==> src/rtl/sync_pkg.sv <==
// ============================================================================
// Module      : sync_pkg
// Description : Shared types and helpers for the synchronization link:
//               transmitter state encoding and counter width helper.
// Revision    : 1.0 - initial release
// ============================================================================
`default_nettype none

package sync_pkg;

  // Transmitter states; PARITY is only entered when SYNC_TX_PARITY_EN is set.
  typedef enum logic [1:0] {
    IDLE   = 2'd0,
    SHIFT  = 2'd1,
    PARITY = 2'd2,
    GAP    = 2'd3
  } tx_state_e;

  // Width of a counter holding values 0..n-1, never narrower than one bit.
  function automatic int cnt_width(input int n);
    return (n <= 1) ? 1 : $clog2(n);
  endfunction

endpackage

`default_nettype wire

==> src/rtl/sync_gap_timer.sv <==
// ============================================================================
// Module      : sync_gap_timer
// Description : Loadable down-counter timing the idle gap between words.
//               Loads GAP_CYCLES-1, counts down on request and holds at zero;
//               terminal count is flagged while the count is zero.
// Revision    : 1.0 - initial release
// ============================================================================
`default_nettype none

module sync_gap_timer
  import sync_pkg::*;
#(
  parameter int GAP_CYCLES = 2
) (
  input  logic clk,
  input  logic rst,
  input  logic i_load,
  input  logic i_dec,
  output logic o_tc
);

  localparam int GW = cnt_width(GAP_CYCLES + 1);
  // The load cycle itself is the first gap cycle, hence GAP_CYCLES-1.
  localparam logic [GW-1:0] c_load = GW'((GAP_CYCLES > 0) ? GAP_CYCLES - 1 : 0);

  logic [GW-1:0] r_count;

  // Load on request, otherwise count down and stop at zero.
  always_ff @(posedge clk) begin
    if (rst) begin
      r_count <= '0;
    end else if (i_load) begin
      r_count <= c_load;
    end else if (i_dec && (r_count != '0)) begin
      r_count <= r_count - GW'(1);
    end
  end

  assign o_tc = (r_count == '0);

endmodule

`default_nettype wire

==> src/rtl/sync_tx_serializer.sv <==
// ============================================================================
// Module      : sync_tx_serializer
// Description : Parallel-to-serial transmitter, MSB first, with bit strobe,
//               done pulse on the last bit and a programmable idle gap.
//               Optional even-parity bit enabled by macro SYNC_TX_PARITY_EN.
// Revision    : 1.0 - initial release
// ============================================================================
`default_nettype none

module sync_tx_serializer
  import sync_pkg::*;
#(
  parameter int DATA_WIDTH = 4,
  parameter int GAP_CYCLES = 2
) (
  input  logic                  fastClk,
  input  logic                  reset,
  input  logic [DATA_WIDTH-1:0] dataIn,
  input  logic                  dataValid,
  output logic                  dataReady,
  output logic                  serialOut,
  output logic                  enable,
  output logic                  busy,
  output logic                  done
);

  localparam int BW = cnt_width(DATA_WIDTH);
  localparam logic [BW-1:0] c_last_idx = BW'(DATA_WIDTH - 1);
  // State that follows the last transmitted bit of a word.
  localparam tx_state_e c_after_word = (GAP_CYCLES == 0) ? IDLE : GAP;
  localparam logic c_use_gap = (GAP_CYCLES > 0);

  tx_state_e             r_state, w_state_nxt;
  logic [DATA_WIDTH-1:0] r_shreg, w_shreg_nxt;
  logic [BW-1:0]         r_bitcnt, w_bitcnt_nxt;
  logic                  r_ser, w_ser_nxt;
  logic                  r_en, w_en_nxt;
  logic                  r_done, w_done_nxt;
  logic                  w_gap_load, w_gap_dec, w_gap_tc;
`ifdef SYNC_TX_PARITY_EN
  logic                  r_parity, w_parity_nxt;
`endif

  // Next-state and next-output decode. Outputs are registered, so each branch
  // computes what the line shows in the following cycle; the MSB goes out
  // straight from dataIn at the handshake and the shift register keeps the rest.
  always_comb begin
    w_state_nxt  = r_state;
    w_shreg_nxt  = r_shreg;
    w_bitcnt_nxt = r_bitcnt;
    w_ser_nxt    = 1'b0;
    w_en_nxt     = 1'b0;
    w_done_nxt   = 1'b0;
    w_gap_load   = 1'b0;
    w_gap_dec    = 1'b0;
`ifdef SYNC_TX_PARITY_EN
    w_parity_nxt = r_parity;
`endif
    case (r_state)
      IDLE: begin
        if (dataValid) begin
          w_state_nxt  = SHIFT;
          w_shreg_nxt  = dataIn << 1;
          w_bitcnt_nxt = c_last_idx;
          w_ser_nxt    = dataIn[DATA_WIDTH-1];
          w_en_nxt     = 1'b1;
`ifdef SYNC_TX_PARITY_EN
          w_parity_nxt = ^dataIn;
`else
          w_done_nxt   = (DATA_WIDTH == 1);
`endif
        end
      end
      SHIFT: begin
        if (r_bitcnt != '0) begin
          w_ser_nxt    = r_shreg[DATA_WIDTH-1];
          w_en_nxt     = 1'b1;
          w_shreg_nxt  = r_shreg << 1;
          w_bitcnt_nxt = r_bitcnt - BW'(1);
`ifndef SYNC_TX_PARITY_EN
          w_done_nxt   = (r_bitcnt == BW'(1));
`endif
        end else begin
`ifdef SYNC_TX_PARITY_EN
          w_state_nxt = PARITY;
          w_ser_nxt   = r_parity;
          w_en_nxt    = 1'b1;
          w_done_nxt  = 1'b1;
`else
          w_state_nxt = c_after_word;
          w_gap_load  = c_use_gap;
`endif
        end
      end
      PARITY: begin
`ifdef SYNC_TX_PARITY_EN
        w_state_nxt = c_after_word;
        w_gap_load  = c_use_gap;
`else
        w_state_nxt = IDLE;
`endif
      end
      GAP: begin
        if (w_gap_tc) begin
          w_state_nxt = IDLE;
        end else begin
          w_gap_dec = 1'b1;
        end
      end
      default: w_state_nxt = IDLE;
    endcase
  end

  // State, datapath and registered output updates; reset aborts any word.
  always_ff @(posedge fastClk) begin
    if (reset) begin
      r_state  <= IDLE;
      r_shreg  <= '0;
      r_bitcnt <= '0;
      r_ser    <= 1'b0;
      r_en     <= 1'b0;
      r_done   <= 1'b0;
`ifdef SYNC_TX_PARITY_EN
      r_parity <= 1'b0;
`endif
    end else begin
      r_state  <= w_state_nxt;
      r_shreg  <= w_shreg_nxt;
      r_bitcnt <= w_bitcnt_nxt;
      r_ser    <= w_ser_nxt;
      r_en     <= w_en_nxt;
      r_done   <= w_done_nxt;
`ifdef SYNC_TX_PARITY_EN
      r_parity <= w_parity_nxt;
`endif
    end
  end

  sync_gap_timer #(
    .GAP_CYCLES(GAP_CYCLES)
  ) u_gap_timer (
    .clk   (fastClk),
    .rst   (reset),
    .i_load(w_gap_load),
    .i_dec (w_gap_dec),
    .o_tc  (w_gap_tc)
  );

  assign dataReady = (r_state == IDLE) && !reset;
  assign busy      = (r_state != IDLE);
  assign serialOut = r_ser;
  assign enable    = r_en;
  assign done      = r_done;

endmodule

`default_nettype wire

==> config.mk <==
export PLATFORM = sky130hd
export DESIGN_NAME = sync_tx_serializer
export DESIGN_NICKNAME = d
export VERILOG_FILES = /design/src/rtl/sync_pkg.sv /design/src/rtl/sync_gap_timer.sv /design/src/rtl/sync_tx_serializer.sv
export SDC_FILE = /design/constraint.sdc
export NUM_CORES = 1
export LEC_CHECK = 0
export ABC_AREA = 1
export CAP_MARGIN = 25
export CORE_AREA = 2 2 39 41
export DETAILED_ROUTE_END_ITERATION = 16
export DIE_AREA = 0 0 41 43
export PLACE_DENSITY = 0.79
export SKIP_CTS_REPAIR_TIMING = 1
export SLEW_MARGIN = 20
export SYNTH_ARGS = -nofsm -noshare
export SYNTH_HDL_FRONTEND = slang
export SYNTH_SLANG_ARGS = --single-unit
==> constraint.sdc <==
create_clock -name fastClk -period 2.6 [get_ports fastClk]
set_input_delay 0.39 -clock fastClk [delete_from_list [all_inputs] [get_ports fastClk]]
set_output_delay 0.39 -clock fastClk [all_outputs]
set_load 0.1 [all_outputs]
==> flow_metrics.tcl <==
set metrics [dict create \
    initial_utilization 0.411 \
    synthDistinctLibCells 16 \
    dr_total_vias 512 \
    wl_mm 1.09 \
    syn_nets 89 \
    rsz0062_at_grt "false" \
    yosys_warnings 0 \
    grt_usage 0.155 \
    grt_pass1_vias 456 \
    synthToLayoutAreaGrowth_pct 27.7 \
    worstReg2RegStart "r_bitcnt[0]" \
    dieArea_sq_um 1760 \
    r2r_end "r_shreg[3]" \
    ff2ff_path_depth 6 \
    cp_data_arrival_time_ns 1.35 \
    finalCritPeriodShare 0.668 \
    cts-htree-levels 1 \
    syn_area_sq_um 569 \
    r2r_setup_slack_ns 1.36 \
    worst_slew_pin_slew_ns 0.425 \
    port_buffers 11 \
    ir_drop_uv 305 \
    antenna_found_initial 0 \
    ys_ff_latch 12 \
    ant_nets 0 \
    drc 0 \
    worstPathRequired_ns 2.21 \
    final_common_cell "nand2_1" \
    die_h_um 43 \
    final_layout_size_suffix_gt1_frac 0.163 \
    period_needed_ns 1.74 \
    slowest_stage "clkdlybuf4s50_1" \
    die_w_um 41 \
    min_path_type "reg -> reg" \
    clk_pin_slew_ns 0.08 \
    detail_route.vias_per_cell 4.74 \
    antennaDiodeCount 0 \
    drt-wirelength-per-cell_um 10.0 \
    final_cell_mix "nand2_1 (18), dfxtp_1 (12), inv_1 (9), nor2_1 (9), a21oi_1 (7)" \
    syn_inst 79 \
    finalClockSkew_ns 0.00609 \
    critPathLaunchType "primary input" \
    seq_area_frac_synth 0.422 \
    synth.avg_cell_area_sq_um 7.21 \
    outcome "finished, final reports clean" \
    relSlewSlack 0.716 \
    slowest_delay_ns 0.55 \
    cts_tree "yes" \
    hold_depth 2 \
    setup-tns-final_ns 0 \
    finalHoldViolCount 0 \
    critical_path.cell_chain "clkdlybuf4s50_1, nor2_2, buf_12" \
    clock_sinks 12 \
    min_to "r_shreg[1]" \
    critical_path_class "in -> out" \
    ctsRootBufferMaster "clkbuf_4" \
    cts_buffers 3 \
    io_pins 12 \
    drt-initial-drc-count 8 \
    holdWs_ns 0.494 \
    fmax_mhz 576 \
    dr.pass1.iters 2 \
    hpwl_um 833 \
    clk_latency_ns 0.27 \
    slew_viol_final 0 \
    hp-start "r_shreg[1]" \
    cts_buffer_depth 2 \
    cp_max_fo 8 \
    row_count 14 \
    overflow 0 \
    setup_viol 0 \
    powerDensity_nw_per_um2 722 \
    power_leakage_uw 0.000351 \
    cap_violations 0 \
    fill_cells 138 \
    worstSetupEndpointType "output pin" \
    num-nets-final 103 \
    grt_pass1_wl_mm 1.84 \
    grt_max_degree 13 \
    place.gp.congestion 0.772 \
    coreArea_sq_um 1380 \
]
synth_stat cells:
library cell  count  area [sq um]
nand2_1          18          67.6
dfxtp_1          12           240
nor2_1           10          37.5
inv_1             9          33.8
a21oi_1           7          35.0
nand3_1           6          30.0
ha_1              3          37.5
inv_2             3          11.3
nand4_1           3          18.8
nand3b_1          2          15.0
a21oi_2           1          8.76
buf_4             1          7.51
clkbuf_1          1          3.75
nand3_2           1          10.0
nor3b_1           1          7.51
o21ai_1           1          5.00
power by group:
part           total [uW]  switching, uW  internal (uW)
registers             216           14.0            202
clock network         151           65.9           85.1
logic                 158            107           50.5
worst max-delay path, delay by kind of cell:
kind	cells	cell delay, ns
buffers and inverters	2	0.74
AND/OR/NAND/NOR	1	0.21
cell type report:
cell class | count | area [sq um] | area share
multi-input combinational | 53 | 275 | 0.379
inverter | 12 | 45.0 | 0.0620
timing repair buffer | 11 | 110 | 0.151
clock buffer | 4 | 36.3 | 0.0499
tap | 16 | 20.0 | 0.0275
sequential | 12 | 240 | 0.330
sequential cells by signal, indices dropped and copies added (netlist names):
name and count:
r_bitcnt 2, u_gap_timer.r_count 2, done 1, r_state 2
r_shreg 3, enable 1, serialOut 1
how the worst max path moves through the flow:
stage,startpoint,endpoint
global route,r_state[0],busy
detailed placement,reset,dataReady
floorplan,r_state[0],dataReady
global placement,reset,dataReady
CTS,r_state[0],busy
finish,reset,dataReady
metal layers:
layer	share of wire	global-route usage	vias to the layer above
li1	-	-	276
met1	0.45	0.195	227
met2	0.50	0.228	5
met3	0.028	0.0471	4
met4	0.020	0.0800	0
met5	0	0	-
cells by family after synthesis:
family,Yosys count,share of synthesized area
buffers and inverters,14,0.0989
flip-flops,12,0.422
adder cells (fa/ha/maj),3,0.0659
AND/OR/NAND/NOR,41,0.327
AO/OA/AOI/OAI,9,0.0857
stage by stage:
stage / std cells / util / worst slack [ns] / cell area [sq um] / power, uW
after floorplan: 79 / - / 0.0922 / 572 / 340
after global placement: 104 / 0.499 / 0.871 / 691 / 376
after detailed placement: 104 / 0.499 / 0.861 / 691 / 379
after CTS: 108 / 0.525 / 0.859 / 727 / 528
after global routing: 108 / 0.525 / 0.765 / 727 / 551
final: 108 / 0.525 / 0.864 / 727 / 525
(Power assumes the default switching activity.)
